==> src/rtl/div_pkg.sv <==
// Shared types and defaults for the shift-subtract divider.
package div_pkg;

    localparam int DEF_N  = 4;
    localparam int DEF_KW = $clog2(DEF_N + 1);

    typedef enum logic [2:0] {
        S_IDLE,
        S_CHECK,
        S_SHIFT,
        S_SUB,
        S_DONE
    } state_t;

endpackage

==> src/rtl/shift_sub_divider_if.sv <==
// Start/result bundle between a datapath controller and the divider.
interface shift_sub_divider_if #(
    parameter int N = 4
);
    logic           St;
    logic [2*N-1:0] Dividend;
    logic [N-1:0]   Divisor;
    logic [N-1:0]   Quotient;
    logic [N-1:0]   Remainder;
    logic           V;
    logic           Idle;
    logic           Done;

    modport master (
        output St, Dividend, Divisor,
        input  Quotient, Remainder, V, Idle, Done
    );

    modport slave (
        input  St, Dividend, Divisor,
        output Quotient, Remainder, V, Idle, Done
    );
endinterface

==> src/rtl/div_control.sv <==
// Divider sequencer: IDLE/CHECK/SHIFT/SUB/DONE with the iteration counter.
module div_control
    import div_pkg::*;
#(
    parameter int N  = DEF_N,
    parameter int KW = DEF_KW
) (
    input  logic Clk,
    input  logic Rst,
    input  logic St,
    input  logic C,
    output logic Load,
    output logic Sh,
    output logic Su,
    output logic Ovf,
    output logic Idle,
    output logic Done
);
    localparam logic [KW-1:0] K_LAST = KW'(N);

    state_t        state;
    logic [KW-1:0] k;

    always_ff @(posedge Clk or posedge Rst) begin
        if (Rst) begin
            state <= S_IDLE;
            k     <= '0;
            Idle  <= 1'b1;
            Done  <= 1'b0;
        end else begin
            unique case (state)
                S_IDLE: begin
                    if (St) begin
                        state <= S_CHECK;
                        k     <= '0;
                        Idle  <= 1'b0;
                    end
                end
                S_CHECK: begin
                    if (C) begin
                        state <= S_DONE;
                        Done  <= 1'b1;
                    end else begin
                        state <= S_SHIFT;
                    end
                end
                S_SHIFT: begin
                    k     <= k + KW'(1);
                    state <= S_SUB;
                end
                S_SUB: begin
                    if (k == K_LAST) begin
                        state <= S_DONE;
                        Done  <= 1'b1;
                    end else begin
                        state <= S_SHIFT;
                    end
                end
                S_DONE: begin
                    state <= S_IDLE;
                    Done  <= 1'b0;
                    Idle  <= 1'b1;
                end
                default: begin
                    state <= S_IDLE;
                    Done  <= 1'b0;
                    Idle  <= 1'b1;
                end
            endcase
        end
    end

    // Datapath strobes act on the same edge that advances the state
    assign Load = (state == S_IDLE) && St;
    assign Ovf  = (state == S_CHECK) && C;
    assign Sh   = (state == S_SHIFT);
    assign Su   = (state == S_SUB) && C;

endmodule

==> src/rtl/shift_sub_divider.sv <==
// Restoring shift-subtract divider: 2N-bit dividend by N-bit divisor.
module shift_sub_divider
    import div_pkg::*;
#(
    parameter int N = DEF_N
) (
    input logic                Clk,
    input logic                Rst,
    shift_sub_divider_if.slave bus
);
    localparam int KW = $clog2(N + 1);

    logic [2*N:0] x;
    logic [N-1:0] d;
    logic         v;
    logic         c;
    logic         load;
    logic         sh;
    logic         su;
    logic         ovf;

    // Upper part includes the shifted-out bit so the compare sees N+1 bits
    assign c = x[2*N:N] >= {1'b0, d};

    div_control #(
        .N  (N),
        .KW (KW)
    ) u_ctrl (
        .Clk  (Clk),
        .Rst  (Rst),
        .St   (bus.St),
        .C    (c),
        .Load (load),
        .Sh   (sh),
        .Su   (su),
        .Ovf  (ovf),
        .Idle (bus.Idle),
        .Done (bus.Done)
    );

    always_ff @(posedge Clk or posedge Rst) begin
        if (Rst) begin
            x <= '0;
            d <= '0;
            v <= 1'b0;
        end else if (load) begin
            x <= {1'b0, bus.Dividend};
            d <= bus.Divisor;
            v <= 1'b0;
        end else if (ovf) begin
            v <= 1'b1;
        end else if (sh) begin
            x <= {x[2*N-1:0], 1'b0};
        end else if (su) begin
            x[2*N:N] <= x[2*N:N] - {1'b0, d};
            x[0]     <= 1'b1;
        end
    end

    assign bus.Quotient  = x[N-1:0];
    assign bus.Remainder = x[2*N-1:N];
    assign bus.V         = v;

endmodule
==> src/flat_wrapper.sv <==
// flat-port wrapper written by rule: the top's interface ports become plain ports
module shift_sub_divider_flat import div_pkg::*;
#(
    parameter int N = DEF_N
)
  (Clk, Rst, bus_St, bus_Dividend, bus_Divisor, bus_Quotient, bus_Remainder, bus_V, bus_Idle, bus_Done);
  shift_sub_divider_if #(.N(N)) bus_i ();
  input logic Clk;
  input logic Rst;
  input wire logic [$bits(bus_i.St)-1:0] bus_St;
  input wire logic [$bits(bus_i.Dividend)-1:0] bus_Dividend;
  input wire logic [$bits(bus_i.Divisor)-1:0] bus_Divisor;
  output wire logic [$bits(bus_i.Quotient)-1:0] bus_Quotient;
  output wire logic [$bits(bus_i.Remainder)-1:0] bus_Remainder;
  output wire logic [$bits(bus_i.V)-1:0] bus_V;
  output wire logic [$bits(bus_i.Idle)-1:0] bus_Idle;
  output wire logic [$bits(bus_i.Done)-1:0] bus_Done;
  assign bus_i.St = bus_St;
  assign bus_i.Dividend = bus_Dividend;
  assign bus_i.Divisor = bus_Divisor;
  assign bus_Quotient = bus_i.Quotient;
  assign bus_Remainder = bus_i.Remainder;
  assign bus_V = bus_i.V;
  assign bus_Idle = bus_i.Idle;
  assign bus_Done = bus_i.Done;
  shift_sub_divider #(.N(N)) u_core (.Clk(Clk), .Rst(Rst), .bus(bus_i));
endmodule
==> config.mk <==
export PLATFORM = sky130hd
export DESIGN_NAME = shift_sub_divider_flat
export DESIGN_NICKNAME = d
export VERILOG_FILES = /design/src/rtl/div_pkg.sv /design/src/rtl/shift_sub_divider_if.sv /design/src/rtl/div_control.sv /design/src/rtl/shift_sub_divider.sv /design/src/flat_wrapper.sv
export SDC_FILE = /design/constraint.sdc
export NUM_CORES = 1
export LEC_CHECK = 0
export ABC_AREA = 1
export CAP_MARGIN = 15
export CELL_PAD_IN_SITES_DETAIL_PLACEMENT = 0
export CELL_PAD_IN_SITES_GLOBAL_PLACEMENT = 2
export CORE_UTILIZATION = 28
export CTS_BUF_LIST = sky130_fd_sc_hd__clkbuf_8
export CTS_CLUSTER_DIAMETER = 80
export CTS_CLUSTER_SIZE = 28
export DETAILED_ROUTE_END_ITERATION = 12
export GPL_ROUTABILITY_DRIVEN = 0
export PLACE_DENSITY_LB_ADDON = 0.1
export SLEW_MARGIN = 20
export SYNTH_ARGS = -nofsm -noshare
export SYNTH_HDL_FRONTEND = slang
export SYNTH_SLANG_ARGS = --single-unit
==> constraint.sdc <==
create_clock -name Clk -period 1.6 [get_ports Clk]
set_input_delay 0.32 -clock Clk [delete_from_list [all_inputs] [get_ports Clk]]
set_output_delay 0.32 -clock Clk [all_outputs]
set_load 0.005 [all_outputs]
==> results.json, run 1 <==
{
  "status": "finished clean",
  "yosysMostFrequentCell": "nand2_1",
  "wire_per_inst_um": 12.2,
  "synth_edf_count": 0,
  "drtAntennaViolNets": 0,
  "rsz0062_at_grt": "yes",
  "critPathMaxFanout": 2,
  "grt_pass1_vias": 1096,
  "synth.cell_area_um2": 1290,
  "portBuffers": 25,
  "synthArstFlopShare_pct": 100,
  "place_hpwl_um": 2180,
  "num_vias": 1100,
  "cp-startpoint": "u_core.d[0]",
  "cts_root_buf": "clkbuf_8",
  "fp.dieH_um": 70.0,
  "grt_max_degree": 23,
  "cts_tree": "built",
  "worst_pin_slew_ns": 0.308,
  "fin_crit_ns": 1.58,
  "cp-start-kind": "register",
  "seq_area_frac_synth_pct": 42.6,
  "r2r_setup_slack_ns": 0.02,
  "fin_crit_sh_pct": 98.7,
  "drive_gt1_share_pct": 21.4,
  "power_mw": 3.89,
  "cts.path.max_buffers": 2,
  "die_x_um": 70.0,
  "synth_top_flop_cell": "dfrtp_1",
  "worstReg2RegEnd": "u_core.x[8]",
  "timing.fmax_ghz": 0.633,
  "synth.avg_cell_area_um2": 8.29,
  "p_leak_nw": 0.843,
  "end_kind": "register",
  "yosysTopAreaCellShare_pct": 40.6,
  "n_antenna_cell": 0,
  "drv_slew": 0,
  "whs_ns": 0.387,
  "setup_viol": 0,
  "n_fill_cell": 446,
  "cts-buffers-inserted": 3,
  "syn2layout_area_growth_pct": 34.9,
  "grt-ovfl-total": 0,
  "clock-sinks": 22,
  "totalWireLength_um": 2990,
  "row_count": 24,
  "synth_warnings": 0,
  "first_iter_violations": 25,
  "path_clk_slew_ns": 0.09,
  "maxSlewHeadroom_pct": 79.4,
  "synth_nets": 178,
  "r2r_start": "u_core.d[0]",
  "required_ns": 1.77,
  "clkLatencyLatePin_ns": 0.27,
  "cap_violations": 0,
  "grt_pass1_wl_um": 5120,
  "dieArea_um2": 4900,
  "cp.arrival_ns": 1.75,
  "antenna_found_initial": 0,
  "route.detailed.drc": 0,
  "synth_common_cells": "46 x nand2_1, 21 x dfrtp_1, 16 x inv_1, 16 x o21ai_0, 10 x nand3_1",
  "cts-htree-levels": 1,
  "netlist_instances": 156,
  "regArea_um2": 552,
  "hp-class": "input pin to asynchronous set/reset pin",
  "ys_top_cells_by_area": "dfrtp_1 41%, nand2_1 13%, o21ai_0 6.2%, ha_1 5.8%, buf_4 4.6%",
  "ys_ff_latch": 22,
  "power_density_nw_per_um2": 2230,
  "worstRegToRegCells": 7,
  "crit_path_end": "u_core.x[8]",
  "ios": 26,
  "vdd_drop_max_uv": 714,
  "design.core.area_um2": 4380,
  "ys_types": 28,
  "start_util_pct": 29.5,
  "grtUsageTotal_pct": 13.2,
  "firstDrtPassIters": 4,
  "yosys.area.top_type": "dfrtp_1",
  "fin_nets": 215,
  "clock-skew-final_ns": 0.0117,
  "vias_per_cell": 4.51,
  "postCtsHoldBufs": 0,
  "crit_type": "register to register",
  "multi_input_area_um2": 626,
  "hold_viol_final": 0
}
-- through the flow --
step | util (%) | area [um^2] | std cells | worst slack (ns) | setup TNS, ns
detailed placement | 36.7 | 1610 | 234 | -0.0161 | -0.0161
global route | 39.8 | 1750 | 244 | -0.0831 | -0.279
global placement | 36.7 | 1610 | 234 | -0.00975 | -0.00975
finish | 39.8 | 1750 | 244 | 0.0209 | 0
CTS | 38.3 | 1680 | 239 | -0.0208 | -0.0245
floorplan | - | 1300 | 156 | 0.0192 | 0
-- final cells by class --
cell class              instances  area share (%)
inverters                      19            4.37
clock inverters                 1           0.215
well taps                      52            3.73
multi-input cells             105            35.8
clock buffers                   3            2.37
flip-flops and latches         22            31.6
repair buffers                 42            21.9
-- worst min path at each step --
stage,startpoint,endpoint,slack (ns),cells after the start
after global routing,Rst,u_core.x[3],0.41,3
final,Rst,u_core.x[3],0.39,3
after CTS,Rst,u_core.x[3],0.40,3
after floorplan,Rst,u_core.bus.V,0.31,1
after detailed placement,u_core.u_ctrl.k[2],u_core.u_ctrl.k[2],0.47,1
after global placement,u_core.u_ctrl.k[2],u_core.u_ctrl.k[2],0.45,1
-- cells by family after synthesis --
| group | synth area share [%] |
|---|---|
| AOI/OAI and AO/OA | 12.1 |
| xor gates and xnor gates | 0.677 |
| adders and majority gates | 7.35 |
| buffers and inverters | 13.2 |
| DFF | 42.6 |
| and+or+nand+nor | 24.1 |
-- routing by layer --
metal	wire length [um]	GRT usage (%)	vias to the layer above
li1	-	-	562
met3	93	1.88	2
met1	1510	18.1	515
met5	0	0	-
met4	13	4.00	0
met2	1370	21.5	21
-- report_power, final --
group	internal [mW]	switching, mW	total [mW]
combinational	1.26	1.25	2.51
sequential	0.833	0.185	1.02
clock	0.171	0.191	0.362
-- registers in the layout (all words and copies together), names as in the netlist --
name                 flops
u_core.bus.V             1
u_core.d                 4
u_core.u_ctrl.Done       1
u_core.u_ctrl.Idle       1
u_core.u_ctrl.k          3
u_core.u_ctrl.state      3
u_core.x                 9
-- cell usage in the layout, fill, tap and decap left out --
master | netlist | routed
a21oi_1 | 3 | 3
a21oi_2 | 1 | 1
buf_4 | 8 | 16
buf_6 | 3 | 1
clkbuf_8 | 0 | 3
clkdlybuf4s50_1 | 0 | 22
clkinv_4 | 1 | 1
dfrtp_1 | 21 | 21
dfstp_2 | 1 | 1
dlygate4sd2_1 | 0 | 2
dlymetal6s2s_1 | 0 | 1
fa_2 | 0 | 1
ha_1 | 6 | 4
ha_4 | 0 | 2
inv_1 | 16 | 15
inv_2 | 2 | 4
nand2_1 | 46 | 45
nand2_2 | 2 | 3
nand2_4 | 1 | 2
nand3_1 | 10 | 9
nand3_2 | 1 | 2
nand3b_1 | 1 | 1
nand4_1 | 1 | 1
nor2_1 | 3 | 3
nor2_2 | 1 | 1
nor2_4 | 1 | 1
o211ai_1 | 1 | 1
o21a_1 | 5 | 5
o21ai_0 | 16 | 11
o21ai_1 | 0 | 5
o31ai_2 | 0 | 1
or2_1 | 1 | 1
or2_4 | 0 | 1
xor2_1 | 1 | 1
-- worst max-delay path, stage by stage (launching register included) --
cell	delay, ns
dfrtp_1	0.42
ha_4	0.18
fa_2	0.37
or2_4	0.24
nand3b_1	0.08
nand3_1	0.07
nand3_1	0.08
nand2_1	0.05
-- what timing repair did --
action | 4_1_cts | 5_1_grt
setup buffers | 1 | 4
cloned | 0 | 1
pin swaps | 2 | 10
endpoints found under the setup margin | 5 | 7
gates resized for setup | 7 | 11
No activity file was read; power rests on OpenSTA's default activity.
==> inputs of run 2 (changes only) <==
- PLACE_DENSITY_LB_ADDON: 0.1 -> 0.05
==> run 2 against run 1 <==
Net effect: the flow now finishes with violations (negative setup slack); register-to-register slack lost 0.03 ns; die area is the same; worst setup slack lost 0.026 ns; critical path depth is the same; design area grew 1.6%; sequential share of layout area shrank 0.49 points; sequential power is essentially flat; sequential cell count is the same; hold slack gained 0.0039 ns; first-iteration DRC count grew 92%; critical path type unchanged.
==> results.json, run 2 (synthesis results as in run 1) <==
{
  "fin_crit_ns": 1.61,
  "required_ns": 1.77,
  "syn2layout_area_growth_pct": 37.0,
  "drtAntennaViolNets": 0,
  "crit_chain": "ha_4 -> fa_2 -> or2_4 -> nand3b_1 -> nand3_2 -> nand3_2 -> nand2_1",
  "fp.dieH_um": 70.0,
  "clkLatencyLatePin_ns": 0.27,
  "power_density_nw_per_um2": 2250,
  "r2r_start": "u_core.d[0]",
  "cts_tree": "built",
  "cp.arrival_ns": 1.77,
  "setup_viol": 1,
  "violations": "negative setup slack",
  "num_vias": 1105,
  "crit_type": "register to register",
  "worst_slack_ns": -0.00515,
  "vias_per_cell": 4.55,
  "die_x_um": 70.0,
  "n_antenna_cell": 0,
  "fin_crit_sh_pct": 100,
  "cts_root_buf": "clkbuf_8",
  "design.core.area_um2": 4380,
  "grt_max_degree": 23,
  "ios": 26,
  "status": "complete, but fails checks",
  "grt_pass1_vias": 1105,
  "p_leak_nw": 0.867,
  "grt-ovfl-total": 0,
  "crit_slowest_cell": "dfrtp_1",
  "clock-sinks": 22,
  "clock-skew-final_ns": 0.00269,
  "rsz0062_at_grt": "yes",
  "cts-htree-levels": 1,
  "cap_violations": 0,
  "largestRegisters": "u_core.x x9, u_core.d x4",
  "cpLargestDelayFamily": "adder cells",
  "first_iter_violations": 48,
  "cp-start-kind": "register",
  "route.detailed.drc": 0,
  "timing.fmax_ghz": 0.623,
  "dieArea_um2": 4900,
  "drv_slew": 0,
  "final_cells": 243,
  "cts.path.max_buffers": 2,
  "postCtsHoldBufs": 0,
  "cts-buffers-inserted": 3,
  "portBuffers": 25,
  "tns_ns": -0.00515,
  "cp-startpoint": "u_core.d[0]",
  "place_hpwl_um": 2110,
  "drive_gt1_share_pct": 23.6,
  "crit_buf_inv": 0,
  "fin_nets": 214,
  "hp-class": "input pin to asynchronous set/reset pin",
  "regMostFlops": "u_core.x",
  "cpPeakStageDelay_ns": 0.42,
  "layout_commonest_cell": "nand2_1",
  "antenna_found_initial": 0,
  "start_util_pct": 29.5,
  "firstDrtPassIters": 4,
  "crit_top_cell": "nand3_2",
  "vdd_drop_max_uv": 646,
  "critPathMaxFanout": 2,
  "row_count": 24,
  "grtUsageTotal_pct": 12.9,
  "maxSlewHeadroom_pct": 79.3,
  "hold_viol_final": 0,
  "postPlaceCellArea_um2": 1610,
  "whs_ns": 0.391,
  "path_clk_slew_ns": 0.08,
  "wire_per_inst_um": 12.1,
  "end_kind": "register",
  "dpl.cell_count": 234,
  "totalWireLength_um": 2950,
  "fin_area_um2": 1770,
  "largest_reg_flops": 9,
  "grt_pass1_wl_um": 4940,
  "worst_pin_slew_ns": 0.310,
  "final_cell_mix": "44 x nand2_1, 21 x clkdlybuf4s50_1, 21 x dfrtp_1"
}
[run 2: through the flow]
stage	setup slack, ns	power (mW)	util, %
floorplan	0.0192	2.55	-
finish	-0.00515	3.99	40.4
CTS	-0.0164	3.70	38.4
global route	-0.0817	4.40	40.4
detailed placement	-0.0302	3.22	36.7
global placement	-0.00271	3.24	36.7
[run 2: where the power goes]
part | leakage [nW] | switching, mW | internal [mW] | total (mW)
clock network | 0.0288 | 0.189 | 0.220 | 0.409
registers | 0.268 | 0.177 | 0.834 | 1.01
logic | 0.570 | 1.32 | 1.25 | 2.57
total | 0.867 | 1.68 | 2.31 | 3.99
[run 2: worst reg2reg max path, stage by stage, from the launching register on]
cell and delay [ns]:
dfrtp_1 0.42, ha_4 0.18, fa_2 0.37, or2_4 0.24, nand3b_1 0.10, nand3_2 0.07, nand3_2 0.08, nand2_1 0.05
[run 2: routing by layer]
layer / GRT usage (%) / up-vias / part of all wire (%)
met5: 0 / - / 0
met4: 5.33 / 0 / 2.1
met3: 2.89 / 7 / 4.3
met2: 19.6 / 26 / 45
met1: 17.7 / 508 / 49
li1: - / 564 / -
[run 2: worst paths after layout]
path | endpoint | slack (ns) | cells past startpoint
max in group asynchronous | u_core.u_ctrl.Idle | 0.92 | 3
hold reg to reg | u_core.u_ctrl.k[2] | 0.47 | 1
hold / removal | u_core.x[3] | 0.39 | 3
setup / recovery | u_core.x[8] | -0.005 | 7
setup reg to reg | u_core.x[8] | -0.005 | 7
min in group Clk | u_core.u_ctrl.k[2] | 0.47 | 1
[run 2: area by class of cell]
cell class	count	area, um^2
Timing Repair Buffer	41	377
Sequential cell	22	552
Fill cell	458	2610
Clock buffer	4	55.1
Inverter	19	78.8
Multi-Input combinational cell	105	646
Tap cell	52	65.1
[run 2: what timing repair did]
item,4_1_cts,5_1_grt
buffers inserted,1,3
endpoints found under the setup margin,3,9
gates cloned,0,1
pin swaps,5,11
resized for setup,4,21
==> patch: new RTL, settings of run 1 <==
`DEF_N`: 4 -> 2.
--- a/src/rtl/div_pkg.sv
+++ b/src/rtl/div_pkg.sv
@@ -3,3 +3,3 @@
 
-    localparam int DEF_N  = 4;
+    localparam int DEF_N  = 2;
     localparam int DEF_KW = $clog2(DEF_N + 1);
Ports: changed (resized bus_Dividend, bus_Divisor, bus_Quotient and bus_Remainder); port bits go from 26 to 16. The function was not compared with the original's and may differ.
==> patch against run 1 <==
  * Wire length fell by 37%
  * Utilization is 1.1 points lower
  * Clock skew decreased by 9.0 ps
  * Total power decreased by 44%
  * Synthesized cell count down 30%
  * Setup slack gained 41 ps
  * Sequential cell count shrank 7
  * Design area shrank 38%
  * Synthesized area down 35%
==> patch: results (changes against run 1) <==
count of different cell masters after synthesis 19 (was 28); drt wl/cell 11.8 um (was 12.2 um); Clock Latency Late Sink 250 ps (was 270 ps); Syn Nets 122 (was 178); Pre-Repair DR Iteration Count 2 (was 4); logic gate share of total power 53.4% (was 64.5%); pre-CTS WS 75.8 ps (was -16.1 ps); Leakage 0.000580 uW (was 0.000843 uW); Largest regs u_core.x: 5 flops, u_core.u_ctrl.state: 3 flops (was u_core.x: 9 flops, u_core.d: 4 flops); clk slew on worst S/H paths 60 ps (was 90 ps); peak supply drop 700 uV (was 714 uV); Synth top cells by count 45 x nand2_1, 15 x inv_1, 14 x dfrtp_1 (was 46 x nand2_1, 21 x dfrtp_1, 16 x inv_1, 16 x o21ai_0, 10 x nand3_1); DP HPWL 1390 um (was 2180 um); share of layout cells above drive strength 1 14.8% (was 21.4%); Initial DRC Count 15 (was 25); first-pass GRT wire length 3200 um (was 5120 um); # nets final 142 (was 215); Fillers 303 (was 446); CTS root buffer clkbuf_8 (unchanged); largest net degree at the start of global routing 16 (was 23); post_cts resized 0 (was 7); Seq pwr share 32.6% (was 26.2%); switching power 911 uW (was 1630 uW); area post-placement 1020 um^2 (was 1610 um^2); syn_area_per_cell 7.74 um^2 (was 8.29 um^2); largest stage delay on the critical path 500 ps (was 420 ps); Post CTS Setup Buffer Count 0 (was 1); Post-Route WL 1880 um (was 2990 um); I/O Buffers 15 (was 25); gr usage total 13.6% (was 13.2%); synth top area cells dfrtp_1 42%, nand2_1 20%, inv_1 6.7% (was dfrtp_1 41%, nand2_1 13%, o21ai_0 6.2%); htree depth 1 (unchanged); vias in the first global route 629 (was 1096); CP delay by family, top buffers and inverters (was adder cells); Via density 4.28 (was 4.51); # placed instances 154 (was 234); outcome completed (unchanged); CP max stage cell clkdlybuf4s50_1 (was dfrtp_1); sequential fraction of the synthesis area 44.7% (was 42.6%)
[patch: cell count changes in the layout (fill, tap and decap cells not counted), sizes merged, moves of 3 or more]
cell	change
buf	-13
o21ai	-10
clkdlybuf4s50	-8
dfrtp	-7
nand2	-5
o21a	-5
a21oi	-3
ha	-3
nand3	-3
[patch: final cells by class]
class,count,area [um^2],share of cell area [%]
multi-input combinational,72,377,34.6
clock buffer,3,41.3,3.80
clock inverter,1,3.75,0.345
timing repair buffer,19,183,16.8
sequential,15,377,34.6
inverter,18,67.6,6.21
tap,31,38.8,3.57
[patch: routing by layer]
| layer | GRT usage [%] | part of all wire [%] | routed length (um) |
|---|---|---|---|
| met1 | 17.4 | 48 | 899 |
| met2 | 20.3 | 46 | 872 |
| met3 | 5.53 | 4.5 | 85 |
| met4 | 5.23 | 1.1 | 21 |
| met5 | 0 | 0 | 0 |
[patch: logic make-up after synthesis]
family          share of synthesized area [%]
simple gates                             30.9
buf+inv                                  11.6
flops                                    44.7
compound gates                           6.08
fa+ha+maj                                6.83
[patch: worst paths after layout]
check                                                from                        endpoint  slack (ps)  cells after the start
max reg2reg                       u_core.x[2]$_DFFE_PP0P_         u_core.x[3]$_DFFE_PP0P_         110                      8
max                               u_core.x[2]$_DFFE_PP0P_                bus_Remainder[0]          60                      2
min reg2reg                u_core.u_ctrl.Done$_DFFE_PP0P_  u_core.u_ctrl.Done$_DFFE_PP0P_         470                      2
min                                                   Rst  u_core.u_ctrl.Done$_DFFE_PP0P_         370                      3
min in group Clk           u_core.u_ctrl.Done$_DFFE_PP0P_  u_core.u_ctrl.Done$_DFFE_PP0P_         470                      2
max in group asynchronous                             Rst  u_core.u_ctrl.Idle$_DFFE_PP1P_         980                      3
